## src/rtl/booth_mul_sched_pkg.sv

```systemverilog
// Shared types and helpers for the booth_mul_sched multiplier engine.
// Holds the scheduler state encoding, the Booth digit selects and the step-count helper.
package booth_pkg;

  typedef enum logic [1:0] {
    IDLE,
    RUN,
    DONE
  } state_e;

  typedef enum logic [2:0] {
    ZERO,
    PA,
    P2A,
    M2A,
    MA
  } booth_sel_e;

  // One radix-4 digit covers two multiplier bits, so odd widths need one extra step.
  function automatic int iter_of(input int width);
    return (width + 1) / 2;
  endfunction

endpackage

```

## src/rtl/booth_mul_sched_if.sv

```systemverilog
// Client-facing bundle of booth_mul_sched: two operand requesters plus the tagged result.
// The master side is the client pair; the slave side is the multiplier engine.
interface booth_mul_sched_if #(
  parameter int WIDTH = 17
);

  logic [1:0]         req;
  logic [WIDTH-1:0]   a0;
  logic [WIDTH-1:0]   b0;
  logic [WIDTH-1:0]   a1;
  logic [WIDTH-1:0]   b1;
  logic [1:0]         gnt;
  logic               busy;
  logic               res_valid;
  logic               res_id;
  logic [2*WIDTH-1:0] result;

  modport master (
    output req, a0, b0, a1, b1,
    input  gnt, busy, res_valid, res_id, result
  );

  modport slave (
    input  req, a0, b0, a1, b1,
    output gnt, busy, res_valid, res_id, result
  );

endinterface

```

## src/rtl/booth_mul_sched_step.sv

```systemverilog
// booth_r4_step: one combinational radix-4 Booth iteration on the {acc, y, y_-1} register.
// Decodes three multiplier bits, adds 0/+-A/+-2A to the accumulator, then shifts right by 2.
module booth_r4_step
  import booth_pkg::*;
#(
  parameter int WIDTH = 17,
  parameter int ITER  = 9
) (
  input  logic [WIDTH+1:0]  acc_i,
  input  logic [2*ITER-1:0] y_i,
  input  logic              ym1_i,
  input  logic [WIDTH-1:0]  a_i,
  output logic [WIDTH+1:0]  acc_o,
  output logic [2*ITER-1:0] y_o,
  output logic              ym1_o
);

  booth_sel_e               sel;
  logic signed [WIDTH+1:0]  a_ext;
  logic signed [WIDTH+1:0]  term;
  logic signed [WIDTH+1:0]  sum;

  always_comb begin
    sel = ZERO;
    case ({y_i[1:0], ym1_i})
      3'b001, 3'b010: sel = PA;
      3'b011:         sel = P2A;
      3'b100:         sel = M2A;
      3'b101, 3'b110: sel = MA;
      default:        sel = ZERO;
    endcase
  end

  // Two guard bits on the accumulator keep +-2A from ever overflowing.
  assign a_ext = (WIDTH+2)'($signed(a_i));

  always_comb begin
    term = '0;
    case (sel)
      PA:      term = a_ext;
      P2A:     term = a_ext <<< 1;
      M2A:     term = -(a_ext <<< 1);
      MA:      term = -a_ext;
      default: term = '0;
    endcase
  end

  assign sum   = $signed(acc_i) + term;
  assign acc_o = {{2{sum[WIDTH+1]}}, sum[WIDTH+1:2]};
  assign y_o   = {sum[1:0], y_i[2*ITER-1:2]};
  assign ym1_o = y_i[1];

endmodule

```

## src/rtl/booth_mul_sched.sv

```systemverilog
// booth_mul_sched: two-client round-robin scheduler around one shared radix-4 Booth step unit.
// One Booth digit retires per clock; the exact product is returned tagged with its requester.
module booth_mul_sched
  import booth_pkg::*;
#(
  parameter int WIDTH = 17
) (
  input logic              clk,
  input logic              rst,
  booth_mul_sched_if.slave bus
);

  localparam int ITER  = iter_of(WIDTH);
  localparam int CNT_W = $clog2(ITER);

  state_e               state_q, state_d;
  logic [WIDTH+1:0]     acc_q, acc_d, step_acc;
  logic [2*ITER-1:0]    y_q, y_d, step_y;
  logic                 ym1_q, ym1_d, step_ym1;
  logic [WIDTH-1:0]     a_q, a_d;
  logic [CNT_W-1:0]     cnt_q, cnt_d;
  logic                 last_id_q, last_id_d;
  logic [1:0]           gnt_q, gnt_d;
  logic                 res_valid_q, res_valid_d;
  logic                 res_id_q, res_id_d;
  logic [2*WIDTH-1:0]   result_q, result_d;
  logic                 win;

  booth_r4_step #(
    .WIDTH (WIDTH),
    .ITER  (ITER)
  ) u_step (
    .acc_i (acc_q),
    .y_i   (y_q),
    .ym1_i (ym1_q),
    .a_i   (a_q),
    .acc_o (step_acc),
    .y_o   (step_y),
    .ym1_o (step_ym1)
  );

  // When both clients ask, the one not served last wins.
  always_comb begin
    state_d     = state_q;
    acc_d       = acc_q;
    y_d         = y_q;
    ym1_d       = ym1_q;
    a_d         = a_q;
    cnt_d       = cnt_q;
    last_id_d   = last_id_q;
    gnt_d       = 2'b00;
    res_valid_d = 1'b0;
    res_id_d    = res_id_q;
    result_d    = result_q;
    win         = 1'b0;
    case (state_q)
      IDLE: begin
        if (bus.req != 2'b00) begin
          win       = (bus.req == 2'b11) ? ~last_id_q : bus.req[1];
          a_d       = win ? bus.a1 : bus.a0;
          y_d       = (2*ITER)'($signed(win ? bus.b1 : bus.b0));
          ym1_d     = 1'b0;
          acc_d     = '0;
          cnt_d     = '0;
          gnt_d     = win ? 2'b10 : 2'b01;
          last_id_d = win;
          state_d   = RUN;
        end
      end
      RUN: begin
        acc_d = step_acc;
        y_d   = step_y;
        ym1_d = step_ym1;
        if (cnt_q == CNT_W'(ITER - 1)) begin
          cnt_d       = '0;
          result_d    = (2*WIDTH)'({step_acc, step_y});
          res_id_d    = last_id_q;
          res_valid_d = 1'b1;
          state_d     = DONE;
        end else begin
          cnt_d = cnt_q + 1'b1;
        end
      end
      DONE:    state_d = IDLE;
      default: state_d = IDLE;
    endcase
  end

  always_ff @(posedge clk) begin
    if (rst) begin
      state_q     <= IDLE;
      acc_q       <= '0;
      y_q         <= '0;
      ym1_q       <= 1'b0;
      a_q         <= '0;
      cnt_q       <= '0;
      last_id_q   <= 1'b1;
      gnt_q       <= 2'b00;
      res_valid_q <= 1'b0;
      res_id_q    <= 1'b0;
      result_q    <= '0;
    end else begin
      state_q     <= state_d;
      acc_q       <= acc_d;
      y_q         <= y_d;
      ym1_q       <= ym1_d;
      a_q         <= a_d;
      cnt_q       <= cnt_d;
      last_id_q   <= last_id_d;
      gnt_q       <= gnt_d;
      res_valid_q <= res_valid_d;
      res_id_q    <= res_id_d;
      result_q    <= result_d;
    end
  end

  assign bus.gnt       = gnt_q;
  assign bus.busy      = (state_q != IDLE);
  assign bus.res_valid = res_valid_q;
  assign bus.res_id    = res_id_q;
  assign bus.result    = result_q;

endmodule

```

## src/flat_wrapper.sv

```systemverilog
// flat-port wrapper written by rule: the top's interface ports become plain ports
module booth_mul_sched_flat import booth_pkg::*;
#(
  parameter int WIDTH = 17
)
  (clk, rst, bus_req, bus_a0, bus_b0, bus_a1, bus_b1, bus_gnt, bus_busy, bus_res_valid, bus_res_id, bus_result);
  booth_mul_sched_if #(.WIDTH(WIDTH)) bus_i ();
  input logic clk;
  input logic rst;
  input wire logic [$bits(bus_i.req)-1:0] bus_req;
  input wire logic [$bits(bus_i.a0)-1:0] bus_a0;
  input wire logic [$bits(bus_i.b0)-1:0] bus_b0;
  input wire logic [$bits(bus_i.a1)-1:0] bus_a1;
  input wire logic [$bits(bus_i.b1)-1:0] bus_b1;
  output wire logic [$bits(bus_i.gnt)-1:0] bus_gnt;
  output wire logic [$bits(bus_i.busy)-1:0] bus_busy;
  output wire logic [$bits(bus_i.res_valid)-1:0] bus_res_valid;
  output wire logic [$bits(bus_i.res_id)-1:0] bus_res_id;
  output wire logic [$bits(bus_i.result)-1:0] bus_result;
  assign bus_i.req = bus_req;
  assign bus_i.a0 = bus_a0;
  assign bus_i.b0 = bus_b0;
  assign bus_i.a1 = bus_a1;
  assign bus_i.b1 = bus_b1;
  assign bus_gnt = bus_i.gnt;
  assign bus_busy = bus_i.busy;
  assign bus_res_valid = bus_i.res_valid;
  assign bus_res_id = bus_i.res_id;
  assign bus_result = bus_i.result;
  booth_mul_sched #(.WIDTH(WIDTH)) u_core (.clk(clk), .rst(rst), .bus(bus_i));
endmodule
```

## config.mk

```make
export PLATFORM = sky130hd
export DESIGN_NAME = booth_mul_sched_flat
export DESIGN_NICKNAME = d
export VERILOG_FILES = /design/src/rtl/booth_mul_sched_pkg.sv /design/src/rtl/booth_mul_sched_if.sv /design/src/rtl/booth_mul_sched_step.sv /design/src/rtl/booth_mul_sched.sv /design/src/flat_wrapper.sv
export SDC_FILE = /design/constraint.sdc
export NUM_CORES = 1
export LEC_CHECK = 0
export ABC_CLOCK_PERIOD_IN_PS = 6800
export BUFFER_PORTS_ARGS = -buffer_cell sky130_fd_sc_hd__buf_2
export CAP_MARGIN = 20
export CORE_MARGIN = 10
export CORE_UTILIZATION = 50
export DETAILED_ROUTE_END_ITERATION = 10
export PLACE_DENSITY = 0.75
export SKIP_CTS_REPAIR_TIMING = 1
export SLEW_MARGIN = 10
export SYNTH_ARGS = -nofsm -noshare
export SYNTH_HDL_FRONTEND = slang
export SYNTH_SLANG_ARGS = --single-unit
```

## constraint.sdc

```tcl
create_clock -name clk -period 6.8 [get_ports clk]
set_clock_uncertainty 0.2 [all_clocks]
set_input_delay 0.68 -clock clk [delete_from_list [all_inputs] [get_ports clk]]
set_output_delay 0.68 -clock clk [all_outputs]
set_load 0.005 [all_outputs]
```

==> impl_results.md <==
* Fraction of the cycle the final worst path needs at 0.672
* Worst hold path type: reg -> reg
* Die area at ~17,000 um2
* Slowest cell on the critical path: or4b_2
* Most common cell after layout, fill and taps aside: nand2_1
* Total routed wirelength at 16,000 um
* Main synth FF type: dfxtp_1
* Share of cells above drive strength 1 at 0.180
* Ports at approximately 110
* Power density over the cells at roughly 230 nW/um2
* Tightest Pin Transition at 1.12 ns
* GP Congestion at ~0.9
* Req. time, crit path at 6.89 ns
* Most frequent cells in the layout: nand2_1, buf_2, dfxtp_1
* Fin. max-slew vios at 0
* Vias in the first global route at about 5,600
* Synth top area share at 0.333
* Multi-input logic area at 3620 um2
* Largest net degree at the start of global routing at 51
* Count of input and output buffers at 110
* Count of final setup violators at 0
* Nets@finish at about 950
* Synth warn at 0
* Crit Path Max Fanout at 7
* Routed vias/inst at about 5.8
* CTS Sinks at 98
* Worst EP arrival at 4.66 ns
* Total global-route track usage at 0.191
* Share of the yosys chip area belonging to registers at 0.333
* VDD IR max at about 0.00020 V
* Max Cap Viol at 0
* Synth cell types at 60
* Antenna cells at 0
* Vias at around 5,800
* Cells after synthesis at 788
* Number of synthesized flops with an enable pin at 0
* Area grow syn2layout at 14.6%
* FILL cells at 1,051
* Final period demand of the worst path at between 4 and 5 ns
* CP endpoint kind: flip-flop
* Worst hold slack at between 0.2 and 0.3 ns
* Root cell of the clock tree: clkbuf_16
* P_leak at about 2.9 nW
* DRC at 0
* Slew HR at 0.252
* Die Y at around 130 um
* Final hold violation count at 0
* Initial Utilization at 0.513
* Worst-path cell chain: inv_1 > ha_1 > or4b_1 > or4_1 > xor2_1 > nor2_1 > a21oi_1 > mux4_2 > ha_1 > a21o_1 > a21o_1 > a21oi_1 > o21a_1 > o31ai_1 > or4b_2 > nand3_1
* TritonCTS buffer count at 9
* Gr ovfl total at 0
* Longest Clk Path Bufs at 2
* CP max stage delay at approximately 0.63 ns
* Final TNS setup at 0 ns
* Final HPWL DP at 11,600 um
* Synth Register Bits at 98
* First-pass GRT wire length at approximately 26,000 um
* RSZ-0062 raised after global routing: false
* Status: finished clean
* Worst-Skew Late Latency at between 0.3 and 0.4 ns
* Synth Area per Inst at 7.47 um2
* Drt wl/cell at roughly 16 um
* Max frequency at 219 MHz
* Initial DRC count at 479
* H-tree depth at 3
* CTS tree: built
* Flip-flop and latch area at just under 2000 um2
* Post-route antenna net violation count at 0
* Initial antenna violation count at 0
* Synth area leader: dfxtp_1
* Asr flop ratio synth at 0
* Fin worst setup slack at roughly 2.2 ns
* Critical Path Start Type: flip-flop
* Placement row count at 39
* Die width at between 100 and 150 um
* CTS clk-pin slew, worst paths at roughly 0.07 ns
* Top cells by area, synth: dfxtp_1, nand2_1, a21oi_1
* Core Area at about 11,000 um2
* Crit path kind: reg -> reg
* Mapped Area at between 5000 and 6000 um2
* Place WS at 2.28 ns
* Drt pass-1 iters at 5
* Syn nets at roughly 880
## per-stage QoR
step / utilization / instances / total power, mW / cell area [um2]
detailed placement: 0.560 / 985 / 1.03 / 6420
global placement: 0.560 / 985 / 1.02 / 6420
finish: 0.588 / 1002 / 1.55 / 6750
floorplan: - / 788 / 0.935 / 5890
CTS: 0.586 / 1000 / 1.55 / 6720
global route: 0.588 / 1002 / 1.63 / 6750
## worst paths after layout
check	start	endpoint	slack [ns]	cells past startpoint
setup / recovery	u_core.a_q[0]	u_core.bus.result[33]	2.23	16
hold / removal	u_core.bus.result[18]	u_core.bus.result[18]	0.25	2
setup reg to reg	u_core.a_q[0]	u_core.bus.result[33]	2.23	16
hold reg to reg	u_core.bus.result[18]	u_core.bus.result[18]	0.25	2
## power breakdown
part	switching [mW]	internal [mW]
Clock	0.235	0.289
Combinational	0.218	0.153
Sequential	0.0454	0.605
Total	0.498	1.05
## cell usage after synthesis, types with 3 or more instances
| master | number |
|---|---|
| nand3_1 | 14 |
| nand3b_1 | 6 |
| nor2_1 | 74 |
| buf_2 | 4 |
| a221oi_1 | 20 |
| clkbuf_1 | 51 |
| mux2i_1 | 11 |
| a211oi_1 | 13 |
| a221o_1 | 4 |
| xor2_1 | 12 |
| inv_1 | 16 |
| nand2_1 | 163 |
| nor2b_1 | 6 |
| a21o_1 | 13 |
| a211o_1 | 3 |
| o21ai_0 | 29 |
| or4_1 | 5 |
| xnor2_1 | 22 |
| ha_1 | 21 |
| a31o_2 | 3 |
| o21a_1 | 4 |
| and2_1 | 4 |
| dfxtp_1 | 98 |
| a22oi_1 | 5 |
| or2_2 | 8 |
| o211ai_1 | 3 |
| a21oi_1 | 85 |
| a311oi_1 | 18 |
| buf_1 | 6 |
| nand2b_1 | 7 |
| a22o_1 | 5 |
| nor3_1 | 15 |
| a31oi_1 | 5 |
## metal layers
| metal | routed length (um) | vias to the layer above | share of wire | GRT usage |
|---|---|---|---|---|
| met5 | 0 | - | 0 | 0 |
| met4 | 198 | 0 | 0.012 | 0.0426 |
| met3 | 1030 | 15 | 0.064 | 0.0624 |
| met2 | 7750 | 152 | 0.49 | 0.328 |
| met1 | 7000 | 2740 | 0.44 | 0.226 |
| li1 | - | 2921 | - | - |
## area by class of cell
type / instances / area share
Timing Repair Buffer: 119 / 0.0927
Clock buffer: 9 / 0.0334
Multi-Input combinational cell: 611 / 0.536
Tap cell: 143 / 0.0265
Clock inverter: 6 / 0.0113
Inverter: 16 / 0.00890
Sequential cell: 98 / 0.291
## registers in the layout (all words and copies together) (netlist names)
| signal | flops |
|---|---|
| u_core.a_q | 17 |
| u_core.acc_q | 17 |
| u_core.bus.gnt | 2 |
| u_core.bus.res_id | 1 |
| u_core.bus.res_valid | 1 |
| u_core.bus.result | 34 |
| u_core.cnt_q | 4 |
| u_core.last_id_q | 1 |
| u_core.state_q | 2 |
| u_core.y_q | 18 |
| u_core.ym1_q | 1 |
## critical path: cells and delay by family, from the launching register on
kind | cells | cell delay, ns
xor gates and xnor gates | 1 | 0.17
and+or+nand+nor | 5 | 1.88
muxes | 1 | 0.48
adders and majority gates | 2 | 0.44
AOI/OAI and AO/OA | 6 | 0.92
buffers and inverters | 1 | 0.10
DFF | 1 | 0.33
## kinds of logic (layout without fill, tap and decap cells)
group,count (synthesis),count (layout),synth area share
AOI/OAI and AO/OA,225,225,0.254
xor gates and xnor gates,34,34,0.0506
adders and majority gates,22,22,0.0480
buffers and inverters,79,150,0.0538
DFF,98,98,0.333
muxes,13,13,0.0244
and+or+nand+nor,317,317,0.236
Note: power is estimated with default switching activity, not from simulation.
